**src/rtl/ymux4_operand_bank.sv**
```systemverilog
// ymux4_operand_bank: four-entry operand bank feeding a 4:1 mux, with a
// valid/ready write port and a start-triggered select scan (c = 0..3).
`default_nettype none

module ymux4_operand_bank #(
   parameter int SIZE = 32
) (
   input  logic            clk,
   input  logic            rst_n,
   input  logic            wr_valid,
   output logic            wr_ready,
   input  logic [1:0]      wr_addr,
   input  logic [SIZE-1:0] wr_data,
   input  logic            start,
   output logic            busy,
   output logic [SIZE-1:0] a0,
   output logic [SIZE-1:0] a1,
   output logic [SIZE-1:0] a2,
   output logic [SIZE-1:0] a3,
   output logic [1:0]      c,
   output logic            sel_valid,
   output logic            done,
   output logic            err,
   output logic [3:0]      loaded
);

   localparam logic [1:0] S_IDLE = 2'd0;
   localparam logic [1:0] S_SCAN = 2'd1;
   localparam logic [1:0] S_DONE = 2'd2;

   logic [1:0]      state_q, state_d;
   logic            arm_q, arm_d;
   logic [1:0]      c_q, c_d;
   logic            sel_valid_q, sel_valid_d;
   logic            done_q, done_d;
   logic            err_q, err_d;
   logic            busy_q, busy_d;
   logic [3:0]      loaded_q, loaded_d;
   logic [SIZE-1:0] entry_q [4];

   logic            wr_accept;
   logic [3:0]      loaded_post;

   assign wr_ready    = (state_q == S_IDLE);
   assign wr_accept   = wr_valid & wr_ready;
   // The start check sees a write landing on the same edge.
   assign loaded_post = loaded_q | (wr_accept ? (4'b0001 << wr_addr) : 4'b0000);

   always_comb begin
      state_d     = state_q;
      arm_d       = arm_q;
      c_d         = c_q;
      sel_valid_d = 1'b0;
      done_d      = 1'b0;
      err_d       = 1'b0;
      loaded_d    = loaded_post;
      case (state_q)
         S_IDLE: begin
            if (arm_q) begin
               state_d     = S_SCAN;
               arm_d       = 1'b0;
               c_d         = 2'd0;
               sel_valid_d = 1'b1;
            end else if (start) begin
               if (&loaded_post) begin
                  arm_d = 1'b1;
               end else begin
                  err_d = 1'b1;
               end
            end
         end
         S_SCAN: begin
            if (c_q == 2'd3) begin
               state_d  = S_DONE;
               c_d      = 2'd0;
               done_d   = 1'b1;
               loaded_d = 4'b0000;
            end else begin
               c_d         = c_q + 2'd1;
               sel_valid_d = 1'b1;
            end
         end
         S_DONE: begin
            state_d = S_IDLE;
         end
         default: begin
            state_d = S_IDLE;
            arm_d   = 1'b0;
            c_d     = 2'd0;
         end
      endcase
      busy_d = (state_d != S_IDLE);
   end

   always_ff @(posedge clk or negedge rst_n) begin
      if (!rst_n) begin
         state_q     <= S_IDLE;
         arm_q       <= 1'b0;
         c_q         <= 2'd0;
         sel_valid_q <= 1'b0;
         done_q      <= 1'b0;
         err_q       <= 1'b0;
         busy_q      <= 1'b0;
         loaded_q    <= 4'b0000;
         for (int i = 0; i < 4; i++) begin
            entry_q[i] <= '0;
         end
      end else begin
         state_q     <= state_d;
         arm_q       <= arm_d;
         c_q         <= c_d;
         sel_valid_q <= sel_valid_d;
         done_q      <= done_d;
         err_q       <= err_d;
         busy_q      <= busy_d;
         loaded_q    <= loaded_d;
         if (wr_accept) begin
            entry_q[wr_addr] <= wr_data;
         end
      end
   end

   assign a0        = entry_q[0];
   assign a1        = entry_q[1];
   assign a2        = entry_q[2];
   assign a3        = entry_q[3];
   assign c         = c_q;
   assign sel_valid = sel_valid_q;
   assign done      = done_q;
   assign err       = err_q;
   assign busy      = busy_q;
   assign loaded    = loaded_q;

endmodule

`default_nettype wire

```
**config.mk**
```make
export PLATFORM = sky130hd
export DESIGN_NAME = ymux4_operand_bank
export DESIGN_NICKNAME = d
export VERILOG_FILES = /design/src/rtl/ymux4_operand_bank.sv
export SDC_FILE = /design/constraint.sdc
export NUM_CORES = 1
export LEC_CHECK = 0
export CAP_MARGIN = 20
export CORE_MARGIN = 5
export CORE_UTILIZATION = 46
export DETAILED_ROUTE_END_ITERATION = 6
export PLACE_DENSITY = 0.8
export SLEW_MARGIN = 0
export SYNTH_ARGS = -nofsm -noshare
export SYNTH_HDL_FRONTEND = slang
export SYNTH_SLANG_ARGS = --single-unit
export TNS_END_PERCENT = 30
```
**constraint.sdc**
```tcl
create_clock -name clk -period 1.81 [get_ports clk]
set_input_delay 0.2715 -clock clk [delete_from_list [all_inputs] [get_ports clk]]
set_output_delay 0.2715 -clock clk [all_outputs]
set_load 0.05 [all_outputs]
```
==> impl_metrics.env, run 1 <==
export IMPL_drt_wl_total_um=13500
export IMPL_ys_ff_latch=141
export IMPL_drive_above_1_share_pct=40.2
export IMPL_cts_tree="done"
export IMPL_synth_nets=373
export IMPL_fillerInstances=850
export IMPL_ys_warnings_count=0
export IMPL_start_kind="flop"
export IMPL_cts_setup_buffers=0
export IMPL_cts_clk_slew_worst_paths_ps=60
export IMPL_route_detailed_drc=0
export IMPL_worstPathArrival_ps=2010
export IMPL_setup_viol=0
export IMPL_start_util_pct=47.4
export IMPL_cp_required_ps=2090
export IMPL_grtUsageMet3_pct=7.11
export IMPL_fmax_ghz=0.579
export IMPL_grt_max_degree=45
export IMPL_finClkSkew_ps=9.40
export IMPL_outcome="finished, final reports clean"
export IMPL_grt_busiest_layer="met2"
export IMPL_place_hpwl_um=9580
export IMPL_grt_pass1_vias=3862
export IMPL_max_cap_viol_count=0
export IMPL_postSynthAreaPerCell_um2=16.6
export IMPL_root_buffer="clkbuf_16"
export IMPL_first_iter_violations=152
export IMPL_via_per_inst=5.11
export IMPL_fin_nets=569
export IMPL_grt_pass1_wl_um=21700
export IMPL_rows=39
export IMPL_n_antenna_cell=0
export IMPL_gp_congestion=0.816
export IMPL_io_pins=177
export IMPL_insertion_delay_ps=410
export IMPL_die_width_um=119
export IMPL_port_buffers=176
export IMPL_r2r_slack_ps=80
export IMPL_max_slew_margin_pct=64.8
export IMPL_track_usage_pct=19.5
export IMPL_cp_end_kind="flop"
export IMPL_hold_viol_final=0
export IMPL_synth_cells=331
export IMPL_critPathKind="reg -> reg"
export IMPL_pre_cts_ws_ps=-57.0
export IMPL_numClockSinks=141
export IMPL_use_met1_pct=24.5
export IMPL_antenna_found_initial=0
export IMPL_hold_path_class="in -> async"
export IMPL_yosysSeqAreaShare_pct=64.4
export IMPL_synthesis_area_um2=5480
export IMPL_final_min_clock_period_ps=1730
export IMPL_first_pass_iters=4
export IMPL_min_period_over_period_pct=95.4
export IMPL_synth_cell_types=27
export IMPL_overflow=0
export IMPL_ant_nets=0
export IMPL_die_height_um=119
export IMPL_tightest_slew_ps=530
export IMPL_grt_setup_unrepaired="false"
export IMPL_critPathMaxFanout=17
export IMPL_via_count=3487
export IMPL_timing_final_ws_setup_ps=83.1
export IMPL_wl_per_cell_um=19.8
export IMPL_die_area_um2=14200
export IMPL_clockBufferDepth=2
export IMPL_h_tree_depth=4
export IMPL_grt_use_met2_pct=31.9
export IMPL_cts_buffers=17
export IMPL_syn_to_final_growth_pct=45.0
export IMPL_core_um2=11600
export IMPL_slew_viol_final=0
==> repair_timing <==
action / CTS / global route
hold buffers: 1 / 0
endpoints found under the hold margin: 37 / 0
gates resized for setup: 103 / 1
setup endpoints to repair: 103 / 18
==> final cells by class <==
cell class	count	area [µm²]	share of cell area, %
repair buffers	192	1750	22.1
clock buffers	19	433	5.45
clock inverters	13	191	2.41
flip-flops and latches	141	3530	44.4
well taps	143	179	2.25
multi-input cells	169	1840	23.2
inverters	6	22.5	0.283
==> critical path, stage by stage, from the launching register on <==
cell and delay [ps]:
dfrtp_1 410, inv_2 100, ha_4 200, nand3b_1 150, nor2_4 190, buf_12 200, mux2_2 350
==> path summary, 6_finish.rpt <==
check / to / cells past startpoint / start
setup / recovery: a0[18]$_DFFE_PN0P_ / 6 / state_q[1]$_DFF_PN0_
hold / removal: a0[5]$_DFFE_PN0P_ / 2 / rst_n
setup reg to reg: a0[18]$_DFFE_PN0P_ / 6 / state_q[1]$_DFF_PN0_
hold reg to reg: a3[11]$_DFFE_PN0P_ / 1 / a3[11]$_DFFE_PN0P_
max in group asynchronous: a3[9]$_DFFE_PN0P_ / 3 / rst_n
min in group clk: err$_DFF_PN0_ / 3 / start
==> routing by layer <==
| layer | vias up | share of wire, % |
|---|---|---|
| met2 | 130 | 50 |
| met4 | 0 | 1.0 |
| met1 | 1790 | 41 |
| met5 | - | 0 |
| met3 | 12 | 8.2 |
| li1 | 1555 | - |
==> through the flow <==
stage	area (µm²)	std cells	util, %	setup TNS [ps]	hold WS (ps)
after floorplan	5500	331	-	0	-24.1
after global placement	7440	650	64.4	-857	204
after detailed placement	7440	650	64.4	-1700	208
after CTS	7950	683	68.7	0	346
after global routing	7950	683	68.7	0	383
final	7950	683	68.7	0	345
==> synthesized netlist by cell type <==
library cell / instances / share of area, %
o21ai_0: 5 / 0.46
and2_1: 1 / 0.11
o31ai_1: 1 / 0.14
a21oi_1: 4 / 0.37
nand2b_1: 1 / 0.11
buf_4: 4 / 0.55
o21a_1: 1 / 0.14
and3b_1: 1 / 0.16
or4_1: 1 / 0.14
buf_6: 4 / 0.82
mux2i_1: 2 / 0.37
nor2_2: 1 / 0.11
mux2_4: 29 / 7.9
ha_1: 4 / 0.91
o22ai_1: 1 / 0.11
nor2b_1: 2 / 0.23
buf_2: 7 / 0.64
mux2_2: 99 / 20
a31o_2: 1 / 0.16
inv_1: 6 / 0.41
nand2_1: 9 / 0.62
or2_1: 1 / 0.11
nand4_1: 2 / 0.23
nand3b_1: 1 / 0.14
nand4b_1: 1 / 0.16
dfrtp_1: 141 / 64
nand3_2: 1 / 0.18
==> sequential cells by signal, indices dropped and copies added, names as in the netlist <==
name       cells
a0            32
a1            32
a2            32
a3            32
loaded         4
c              2
state_q        2
arm_q          1
busy           1
done           1
err            1
sel_valid      1
==> layout by cell type (no fill, tap or decap), drive strengths merged, types with 2 or more instances in the layout <==
master,Yosys,final
dfrtp,141,141
mux2,128,128
dlygate4sd2,0,103
buf,15,52
clkdlybuf4s50,0,36
clkbuf,0,19
nand2,9,9
inv,6,7
o21ai,5,5
clkinv,0,5
a21oi,4,4
bufinv,0,4
ha,4,4
clkinvlp,0,3
nor2b,2,2
nand4,2,2
mux2i,2,2
==> cell families after synthesis <==
group | synth area share [%]
buf+inv | 2.42
fa+ha+maj | 0.913
mux | 28.6
compound gates | 1.37
flops | 64.4
simple gates | 2.31
Power of run 1 is left out: the tool's default activity adds up to more than one toggle a clock period on the data nets, which glitch-free logic cannot reach.
==> inputs of run 2 (changes only) <==
- SKIP_LAST_GASP: not set -> 1
==> run 2 against run 1 <==
Effect of this change: the flow now finishes with violations (setup timing); clock-buffer cell count stayed put; clock skew is 0.84 ps higher; routed wire length is 0.69% higher; fmax is 6.3% lower; register-to-register slack worse by 40 ps; hold slack hardly changed; non-clock buffer count stayed put; critical endpoint is now a0[26].
==> impl_metrics.env, run 2 (synthesis results as in run 1) <==
export IMPL_overflow=0
export IMPL_timing_final_ws_setup_ps=-33.6
export IMPL_first_iter_violations=173
export IMPL_final_cell_area_um2=8110
export IMPL_violations="setup timing"
export IMPL_antenna_found_initial=0
export IMPL_cp_required_ps=1540
export IMPL_numClockSinks=141
export IMPL_io_pins=177
export IMPL_wl_per_cell_um=19.9
export IMPL_cp_end_kind="output port"
export IMPL_critPathKind="reg -> out"
export IMPL_worstPathArrival_ps=1570
export IMPL_critical_path_top_delay_family="buffers and inverters"
export IMPL_r2r_end="a2[9]$_DFFE_PN0P_"
export IMPL_h_tree_depth=4
export IMPL_rows=39
export IMPL_finClkSkew_ps=10.2
export IMPL_grt_pass1_vias=3856
export IMPL_n_antenna_cell=0
export IMPL_grt_max_degree=45
export IMPL_die_height_um=119
export IMPL_tightest_slew_ps=538
export IMPL_track_usage_pct=19.4
export IMPL_r2r_start="state_q[1]$_DFF_PN0_"
export IMPL_hold_path_class="in -> async"
export IMPL_via_count=3502
export IMPL_place_hpwl_um=9580
export IMPL_min_period_over_period_pct=102
export IMPL_first_pass_iters=4
export IMPL_die_width_um=119
export IMPL_insertion_delay_ps=410
export IMPL_slew_viol_final=0
export IMPL_drt_wl_total_um=13600
export IMPL_place_area_um2=7440
export IMPL_grt_setup_unrepaired="true"
export IMPL_timing_critical_path_buf_inv=1
export IMPL_via_per_inst=5.13
export IMPL_final_min_clock_period_ps=1840
export IMPL_ant_nets=0
export IMPL_fin_nets=569
export IMPL_r2r_slack_ps=40
export IMPL_port_buffers=176
export IMPL_path_cells="clkdlybuf4s50_1"
export IMPL_finalSetupTns_ps=-508
export IMPL_cts_clk_slew_worst_paths_ps=60
export IMPL_crit_slowest_cell="clkdlybuf4s50_1"
export IMPL_layout_commonest_cell="dfrtp_1"
export IMPL_start_util_pct=47.4
export IMPL_grt_pass1_wl_um=21700
export IMPL_setup_viol=40
export IMPL_root_buffer="clkbuf_16"
export IMPL_clockBufferDepth=2
export IMPL_syn_to_final_growth_pct=47.9
export IMPL_die_area_um2=14200
export IMPL_max_slew_margin_pct=64.1
export IMPL_cts_tree="done"
export IMPL_fmax_ghz=0.542
export IMPL_layout_common_cells="dfrtp_1 (141), mux2_2 (99), clkdlybuf4s50_1 (82)"
export IMPL_critPathMaxFanout=2
export IMPL_cpPeakStageDelay_ps=810
export IMPL_gp_congestion=0.816
export IMPL_start_kind="flop"
export IMPL_route_detailed_drc=0
export IMPL_hold_viol_final=0
export IMPL_drive_above_1_share_pct=40.2
export IMPL_cts_buffers=17
export IMPL_outcome="complete, but fails checks"
export IMPL_core_um2=11600
export IMPL_max_cap_viol_count=0
export IMPL_worst_r2r_path_depth=6
run 2: cell types whose count changed in the layout (fill, tap and decap cells not counted):
cell and delta:
clkdlybuf4s50_1 +46, or2_2 +1, dlymetal6s2s_1 +27, or2_4 -1
dlygate4sd2_1 -73
run 2: area by class of cell:
type	instances	area, µm²
Sequential cell	141	3530
Fill cell	795	3460
Timing Repair Buffer	192	1910
Multi-Input combinational cell	169	1840
Clock buffer	19	433
Clock inverter	13	191
Tap cell	143	179
Inverter	6	22.5
run 2: layer usage:
layer	global-route usage [%]	vias up	routed length (µm)
li1	-	1559	-
met1	24.4	1806	5630
met2	31.9	124	6770
met3	7.06	13	1070
met4	5.43	0	133
met5	0	-	0
run 2: worst max path at each step:
stage / from / endpoint / slack [ps] / depth (start not counted)
finish: a0[26]$_DFFE_PN0P_ / a0[26] / -30 / 1
global route: a0[18]$_DFFE_PN0P_ / a0[18] / -70 / 1
CTS: a1[27]$_DFFE_PN0P_ / a1[27] / -60 / 1
detailed placement: wr_valid / a2[13]$_DFFE_PN0P_ / -60 / 5
global placement: wr_valid / a2[14]$_DFFE_PN0P_ / -30 / 5
floorplan: state_q[1]$_DFF_PN0_ / a2[10]$_DFFE_PN0P_ / 20 / 8
run 2: repair_timing:
item	4_1_cts	5_1_grt
hold buffers	1	0
hold endpoints to repair	37	0
gates cloned	0	0
endpoints found under the setup margin	103	91
resized for setup	30	27
buffers inserted	0	0
pin swaps	0	0
run 2: metrics by stage:
stage / hold slack, ps / util [%] / cells / setup slack, ps
6_report: 345 / 70.1 / 683 / -33.6
5_1_grt: 383 / 70.1 / 683 / -65.6
4_1_cts: 346 / 69.5 / 683 / -55.4
3_5_place_dp: 208 / 64.4 / 650 / -57.0
3_3_place_gp: 204 / 64.4 / 650 / -31.5
2_1_floorplan: -24.1 / - / 331 / 15.7
Power of run 2 is left out for the same reason.
==> inputs of run 3 (changes only) <==
- SLEW_MARGIN: 0 -> 20
==> results of run 3 <==
No change in the layout: final DEF, timing and power equal those of run 2.
Power of run 3 is left out for the same reason.
